===== config.mk =====
export PLATFORM = sky130hd
export DESIGN_NAME = adc_conv_arbiter
export DESIGN_NICKNAME = d
export VERILOG_FILES = /design/src/rtl/adc_conv_arbiter.sv
export SDC_FILE = /design/constraint.sdc
export NUM_CORES = 1
export LEC_CHECK = 0
export CAP_MARGIN = 5
export CORE_AREA = 2 2 93 95
export CTS_CLUSTER_DIAMETER = 40
export DETAILED_ROUTE_END_ITERATION = 10
export DIE_AREA = 0 0 95 97
export GPL_TIMING_DRIVEN = 0
export PLACE_DENSITY = 0.8
export SLEW_MARGIN = 20
export SYNTH_ARGS = -nofsm -noshare
export SYNTH_HDL_FRONTEND = slang
export SYNTH_SLANG_ARGS = --single-unit

===== constraint.sdc =====
create_clock -name clk -period 2.7 [get_ports clk]
set_input_delay 0.54 -clock clk [delete_from_list [all_inputs] [get_ports clk]]
set_output_delay 0.54 -clock clk [all_outputs]
set_load 0.01 [all_outputs]

===== src/rtl/adc_conv_arbiter.sv =====
// Round-robin arbiter that shares one serial-ADC core between NREQ requesters.
// Each job drops the stale first conversions, averages 2^AVG_LOG2 samples and returns the mean.
module adc_conv_arbiter #(
    parameter int NREQ     = 4,
    parameter int DISCARD  = 2,
    parameter int AVG_LOG2 = 5,
    parameter int TIMEOUT  = 4095
) (
    input  logic              clk,
    input  logic              rst,
    input  logic [NREQ-1:0]   req,
    input  logic [4*NREQ-1:0] chan,
    output logic [NREQ-1:0]   grant,
    output logic [NREQ-1:0]   done,
    output logic [NREQ-1:0]   err,
    output logic [11:0]       result,
    output logic              busy,
    output logic              en_adc,
    output logic [7:0]        din_address,
    input  logic              adc_state,
    input  logic [11:0]       adc_out
);
    localparam int IW    = (NREQ > 1) ? $clog2(NREQ) : 1;
    localparam int NSAMP = DISCARD + (1 << AVG_LOG2);
    localparam int CW    = $clog2(NSAMP + 1);
    localparam int WW    = $clog2(TIMEOUT + 1);
    localparam int AW    = 12 + AVG_LOG2;

    typedef enum logic [2:0] {
        S_IDLE,
        S_SETUP,
        S_CONV,
        S_DONE,
        S_ERR
    } state_t;

    state_t          state_q, state_d;
    logic [IW-1:0]   ptr_q, ptr_d;
    logic [IW-1:0]   win_q, win_d;
    logic [3:0]      chan_q, chan_d;
    logic            s1_q, s1_d;
    logic            s2_q, s2_d;
    logic [CW-1:0]   samp_cnt_q, samp_cnt_d;
    logic [AW-1:0]   acc_q, acc_d;
    logic [WW-1:0]   wdog_q, wdog_d;
    logic [11:0]     result_q, result_d;

    logic            pick_found;
    logic [IW-1:0]   pick_idx;
    logic [3:0]      pick_chan;
    logic [NREQ-1:0] win_oh;
    logic [IW-1:0]   win_inc;
    logic            ce;

    assign ce      = !s1_q && s2_q;
    assign win_oh  = NREQ'(1) << win_q;
    assign win_inc = (win_q == IW'(NREQ - 1)) ? '0 : win_q + 1'b1;
    assign result  = result_q;

    // Scan downwards so the requester closest to the pointer is the last (winning) assignment.
    always_comb begin
        pick_found = 1'b0;
        pick_idx   = '0;
        pick_chan  = '0;
        for (int k = NREQ - 1; k >= 0; k--) begin
            if (req[(int'(ptr_q) + k) % NREQ]) begin
                pick_found = 1'b1;
                pick_idx   = IW'((int'(ptr_q) + k) % NREQ);
                pick_chan  = chan[((int'(ptr_q) + k) % NREQ) * 4 +: 4];
            end
        end
    end

    always_comb begin
        state_d     = state_q;
        ptr_d       = ptr_q;
        win_d       = win_q;
        chan_d      = chan_q;
        samp_cnt_d  = samp_cnt_q;
        acc_d       = acc_q;
        wdog_d      = wdog_q;
        result_d    = result_q;
        s1_d        = adc_state;
        s2_d        = s1_q;
        grant       = '0;
        done        = '0;
        err         = '0;
        en_adc      = 1'b0;
        din_address = 8'hFF;
        busy        = (state_q != S_IDLE);
        case (state_q)
            S_IDLE: begin
                s1_d = 1'b0;
                s2_d = 1'b0;
                if (pick_found) begin
                    win_d   = pick_idx;
                    chan_d  = pick_chan;
                    state_d = S_SETUP;
                end
            end
            S_SETUP: begin
                grant       = win_oh;
                en_adc      = 1'b1;
                din_address = {chan_q, 4'b1000};
                samp_cnt_d  = '0;
                acc_d       = '0;
                wdog_d      = WW'(1);
                state_d     = S_CONV;
            end
            S_CONV: begin
                grant       = win_oh;
                en_adc      = 1'b1;
                din_address = {chan_q, 4'b1000};
                if (!req[win_q]) begin
                    ptr_d   = win_inc;
                    state_d = S_IDLE;
                end else if (ce) begin
                    // wdog counts the cycle it is in, so ERR lands exactly TIMEOUT cycles after a ce.
                    samp_cnt_d = samp_cnt_q + 1'b1;
                    wdog_d     = WW'(1);
                    if (samp_cnt_q >= CW'(DISCARD)) begin
                        acc_d = acc_q + AW'(adc_out);
                    end
                    if (samp_cnt_q == CW'(NSAMP - 1)) begin
                        // Loaded here so result is already valid while done pulses.
                        result_d = acc_d[AW-1:AVG_LOG2];
                        state_d  = S_DONE;
                    end
                end else if (wdog_q == WW'(TIMEOUT - 1)) begin
                    state_d = S_ERR;
                end else begin
                    wdog_d = wdog_q + 1'b1;
                end
            end
            S_DONE: begin
                grant   = win_oh;
                done    = win_oh;
                ptr_d   = win_inc;
                state_d = S_IDLE;
            end
            S_ERR: begin
                grant   = win_oh;
                err     = win_oh;
                ptr_d   = win_inc;
                state_d = S_IDLE;
            end
            default: state_d = S_IDLE;
        endcase
    end

    always_ff @(posedge clk or posedge rst) begin
        if (rst) begin
            state_q    <= S_IDLE;
            ptr_q      <= '0;
            win_q      <= '0;
            chan_q     <= '0;
            s1_q       <= 1'b0;
            s2_q       <= 1'b0;
            samp_cnt_q <= '0;
            acc_q      <= '0;
            wdog_q     <= '0;
            result_q   <= '0;
        end else begin
            state_q    <= state_d;
            ptr_q      <= ptr_d;
            win_q      <= win_d;
            chan_q     <= chan_d;
            s1_q       <= s1_d;
            s2_q       <= s2_d;
            samp_cnt_q <= samp_cnt_d;
            acc_q      <= acc_d;
            wdog_q     <= wdog_d;
            result_q   <= result_d;
        end
    end
endmodule


* After elaboration in Yosys (flattened, before gate mapping)
Cells that the tools add are included.
** Word-level totals
- Flip-flop bits (word level) :: 60
- Input bits :: 35
- Output and inout bits :: 34
** Operators by class
- Add/subtract/negate cells :: 7
- $lt $le $gt $ge :: 6
- Equality and inequality tests :: 15
- Shift operators :: 5
- Multiplexer cells :: 52
- Bitwise operators :: 3
- Reduce and logical (&&, ||, !) cells :: 19
** Operators by type and width (count)
- $shiftx 16x5->4 :: 4
- $mux 17 :: 3
- $mux 12 :: 3
- $pmux 17 s2 :: 1
- $mux 4 :: 7
- $pmux 12 s2 :: 1
- $add 17x12->17 :: 1
- $mux 1 :: 15
- $mux 3 :: 5
- $add 12x1->12 const B :: 1
- $eq 12x12->1 const B :: 1
- $lt 3x4->1 const B :: 3
- $mux 2 :: 6
- $mux 6 :: 2
- $pmux 6 s2 :: 1
- $bmux 1 s2 :: 5
- $ne 2x2->1 const B :: 5
- $reduce_or 2->1 :: 5
- $pmux 3 s3 :: 1
- $reduce_and 3->1 :: 3
- $mux 8 :: 1
- $ne 4x4->1 const B :: 2
- $reduce_and 4->1 :: 2
- $add 6x1->6 const B :: 1
- 20 further kinds :: 28

* Logic depth before layout (Yosys ltp)
- Depth after elaboration :: 12
- Gate-level depth with buffers :: 9

* Worst setup path before layout
No wires, ideal clock.
- Path type :: input to register
- From :: in adc_out[0]
- To :: reg acc_q[14]
- Setup time :: 0.083 ns
- Arrival :: 2.432 ns
- Required time :: 2.617 ns
- Setup slack :: 0.185 ns
- Stages :: 9
- Buffers on the path :: 0
- Path through :: ha_1 > inv_1 > fa_1 > nor2b_1 > o31ai_1 > a2111oi_1 > o2111ai_1 > or3_1 > o21ai_0
** Between the ends
- Word-level cells in the longest chain between the ends :: 5
** Ends and longest elaborated chain
- start, declared :: RTL line 21 : input logic [11:0] adc_out
- $add 17x12->17 :: RTL line 122 : acc_d = acc_q + AW'(adc_out);
- $mux 17 :: RTL line 121 : if (samp_cnt_q >= CW'(DISCARD)) begin
- $mux 17 :: RTL line 117 : end else if (ce) begin
- $mux 17 :: RTL line 114 : if (!req[win_q]) begin
- $pmux 17 s2 :: RTL line 91 : case (state_q)
- end signal, assigned :: RTL line 160 : acc_q <= '0;
- end signal, assigned :: RTL line 171 : acc_q <= acc_d;
- end, declared :: RTL line 44 : logic [AW-1:0] acc_q, acc_d;
No other way between the ends. The select of a mux whose other input is x is not followed.
A chain may end at the register's enable or synchronous reset.

* Final worst setup path
- From :: reg state_q[2]
- To :: out din_address[6]
** Between the ends
- Word-level cells in the longest chain between the ends :: 3
** Ends and longest elaborated chain
- start, declared :: RTL line 37 : state_t state_q, state_d;
- start signal, assigned :: RTL line 164 : state_q <= state_d;
- $eq 3x2->1 / $eq 3x1->1 (equally long branches) :: RTL line 91
- $reduce_or 2->1 (no source line) (*)
- $mux 8 (*) :: RTL line 91
- end, declared :: RTL line 19 : output logic [7:0] din_address,
Every way passes the cells marked *; elsewhere a longest branch is shown, timed or not.

==> results.json <==
{
  "cts_root_buffer": "clkbuf_8",
  "vdd_drop_max_mv": 0.3772,
  "critPathLaunch": "state_q[2]$_DFFE_PP0P_",
  "vias": 4081,
  "r2r-start": "acc_q[0]$_DFFE_PP0P_",
  "antenna_found_initial": 0,
  "critPathArrivalTime_ns": 2.07,
  "cts_buffers": 9,
  "grt_pass1_wl_mm": 18.13,
  "holdBufCountCts": 0,
  "ys_seq_area_frac": 0.3415,
  "path_clk_slew_ns": 0.07,
  "die_h_um": 97,
  "utilization": 0.6884,
  "syn_inst": 490,
  "grt.total_usage": 0.2460,
  "fmaxAchievable_mhz": 382.6,
  "multiInputGateArea_um2": 2774,
  "drt-vias-per-instance": 5.966,
  "n_antenna_cell": 0,
  "fin_cells": 684,
  "ys_types": 67,
  "crit_type": "flip-flop to output port",
  "die-area_um2": 9215,
  "fillerInstances": 632,
  "finalSetupViolCount": 0,
  "period_needed_ns": 2.614,
  "num_rows": 33,
  "ys_seq_elements": 60,
  "hpwl_mm": 8.103,
  "crit_path_start_kind": "flip-flop",
  "p_leak_uw": 0.002379,
  "avgSynthCellArea_um2": 8.973,
  "cp_max_fo": 8,
  "routed_wl_mm": 11.32,
  "die_w_um": 95,
  "wl_per_cell_um": 16.55,
  "drcViolationCount": 0,
  "yosys_most_used_dff": "dfrtp_1",
  "synth_edf_count": 0,
  "slew_headroom": 0.5631,
  "fin_crit_sh": 0.9681,
  "drive_gt1_frac": 0.1451,
  "end_kind": "output port",
  "cts.sinks": 60,
  "first_global_vias": 3843,
  "post-place-cells": 662,
  "cts_tree": "yes",
  "layout_common_cells": "clkdlybuf4s50_1, dfrtp_1, nand2_1, o21ai_0, nor2_1",
  "worst_clock_skew_ns": 0.01232,
  "nNetsFinal": 631,
  "io_buffers": 66,
  "drt_iter0_markers": 213,
  "syn-num-nets": 547,
  "cp_data_required_time_ns": 2.16,
  "initial_utilization": 0.5405,
  "first_pass_iters": 4,
  "regArea_um2": 1503,
  "postRouteAntennaNets": 0,
  "gp_congestion": 0.8765,
  "drv_slew": 0,
  "worstSkewPairLatency_ns": 0.34,
  "hold_path.class": "primary input to async pin",
  "powerDensity_nw_per_um2": 765.6,
  "max_cap_viol_count": 0,
  "areaGrowthSynthToFinish_pct": 27.35,
  "yosys_warnings": 0,
  "grt_max_degree": 59,
  "status": "completed",
  "fin_tns_setup_ns": 0,
  "globalRouteOverflowTotal": 0,
  "h-tree-depth": 3,
  "ioPinCount": 69,
  "final_common_cell": "clkdlybuf4s50_1",
  "finalHoldViolCount": 0,
  "tightest_slew_ns": 0.6553,
  "max-clock-path-buffers": 2,
  "grt_setup_unrepaired": "yes",
  "synth_area_um2": 4397,
  "async_reset_ff_frac": 1.000,
  "core_area_um2": 8134
}
## layer usage
layer  vias up  routed length, um  track usage
met4         0                276      0.08696
met2       128               5386       0.3917
met5         -                  0            0
met3        26                613      0.03193
met1      1967               5047       0.3433
li1       1960                  -            -
## power by group
part           leakage [uW]  total (uW)  internal (uW)  switching (uW)
sequential         0.000811        1100           1000            94.1
combinational       0.00146        2270           1060            1210
clock              0.000105         919            543             376
## flip-flops by register name, summed over array words and instances (netlist names)
name        flops
samp_cnt_q      6
wdog_q         12
win_q           2
ptr_q           2
state_q         3
acc_q          17
s2_q            1
result         12
chan_q          4
s1_q            1
## per-stage QoR
| step | hold WS (ns) | setup slack [ns] | instance area [um^2] | power (uW) |
|---|---|---|---|---|
| finish | 0.4168 | 0.08608 | 5599 | 4287 |
| global route | 0.4154 | -0.01164 | 5599 | 4528 |
| CTS | 0.4130 | 0.01430 | 5578 | 4230 |
| global placement | 0.4627 | -0.6887 | 5189 | 3161 |
| detailed placement | 0.4715 | -0.7339 | 5219 | 3230 |
| floorplan | 0.4409 | 0.1851 | 4397 | 2534 |
## what timing repair did
action / 4_1_cts / 5_1_grt
setup buffers: 5 / 1
resized for setup: 27 / 7
setup endpoints to repair: 22 / 15
pin swaps: 6 / 3
## worst paths after layout
kind | endpoint | slack [ns] | cells past startpoint
hold / removal | ptr_q[0]$_DFFE_PP0P_ | 0.42 | 2
setup / recovery | din_address[6] | 0.09 | 5
setup reg to reg | acc_q[8]$_DFFE_PP0P_ | 0.31 | 10
hold reg to reg | result[4]$_DFFE_PP0P_ | 0.48 | 2
min in group clk | result[4]$_DFFE_PP0P_ | 0.48 | 2
max in group asynchronous | state_q[2]$_DFFE_PP0P_ | 1.79 | 3
## synthesized netlist by cell type (6+ instances only)
library cell	instances	share of area
or3_1	7	0.010
a21o_1	6	0.010
a211oi_1	8	0.014
nand2b_1	8	0.011
dfrtp_1	60	0.34
xor2_1	15	0.030
nand4_1	7	0.010
a21oi_1	23	0.026
and3_1	7	0.010
nor2_1	33	0.028
mux4_2	10	0.051
nand2_1	49	0.042
clkbuf_1	15	0.013
o21a_1	6	0.010
o31ai_1	8	0.014
nor3_1	10	0.011
mux2_2	6	0.015
nand3_1	16	0.018
xnor2_1	6	0.012
nor2b_1	10	0.014
ha_1	21	0.060
buf_2	9	0.010
o21ai_0	33	0.038
and2_1	13	0.018
or2_2	6	0.0085
inv_1	17	0.015
## critical path: stages (launching register included)
cell and delay, ns:
dfrtp_2 0.49, nor3b_4 0.29, buf_8 0.14, nor2_4 0.05, or2_2 0.28, clkdlybuf4s50_1 0.48
## cell type report
| class | count | share of cell area |
|---|---|---|
| Clock inverter | 6 | 0.01564 |
| Clock buffer | 10 | 0.02458 |
| Multi-Input combinational cell | 384 | 0.4954 |
| Tap cell | 105 | 0.02346 |
| Inverter | 17 | 0.01184 |
| Sequential cell | 60 | 0.2684 |
| Timing Repair Buffer | 73 | 0.1305 |
| Buffer | 29 | 0.03017 |
## logic make-up after synthesis
| logic type | Yosys count | share of synthesized area |
|---|---|---|
| flip-flops | 60 | 0.3415 |
| other | 1 | 0.0008529 |
| multiplexers | 16 | 0.06659 |
| adder cells (fa/ha/maj) | 22 | 0.06431 |
| buffers and inverters | 46 | 0.04781 |
| AO/OA/AOI/OAI | 133 | 0.2060 |
| XOR/XNOR | 21 | 0.04183 |
| AND/OR/NAND/NOR | 191 | 0.2311 |
No activity file was read; power rests on OpenSTA's default activity.
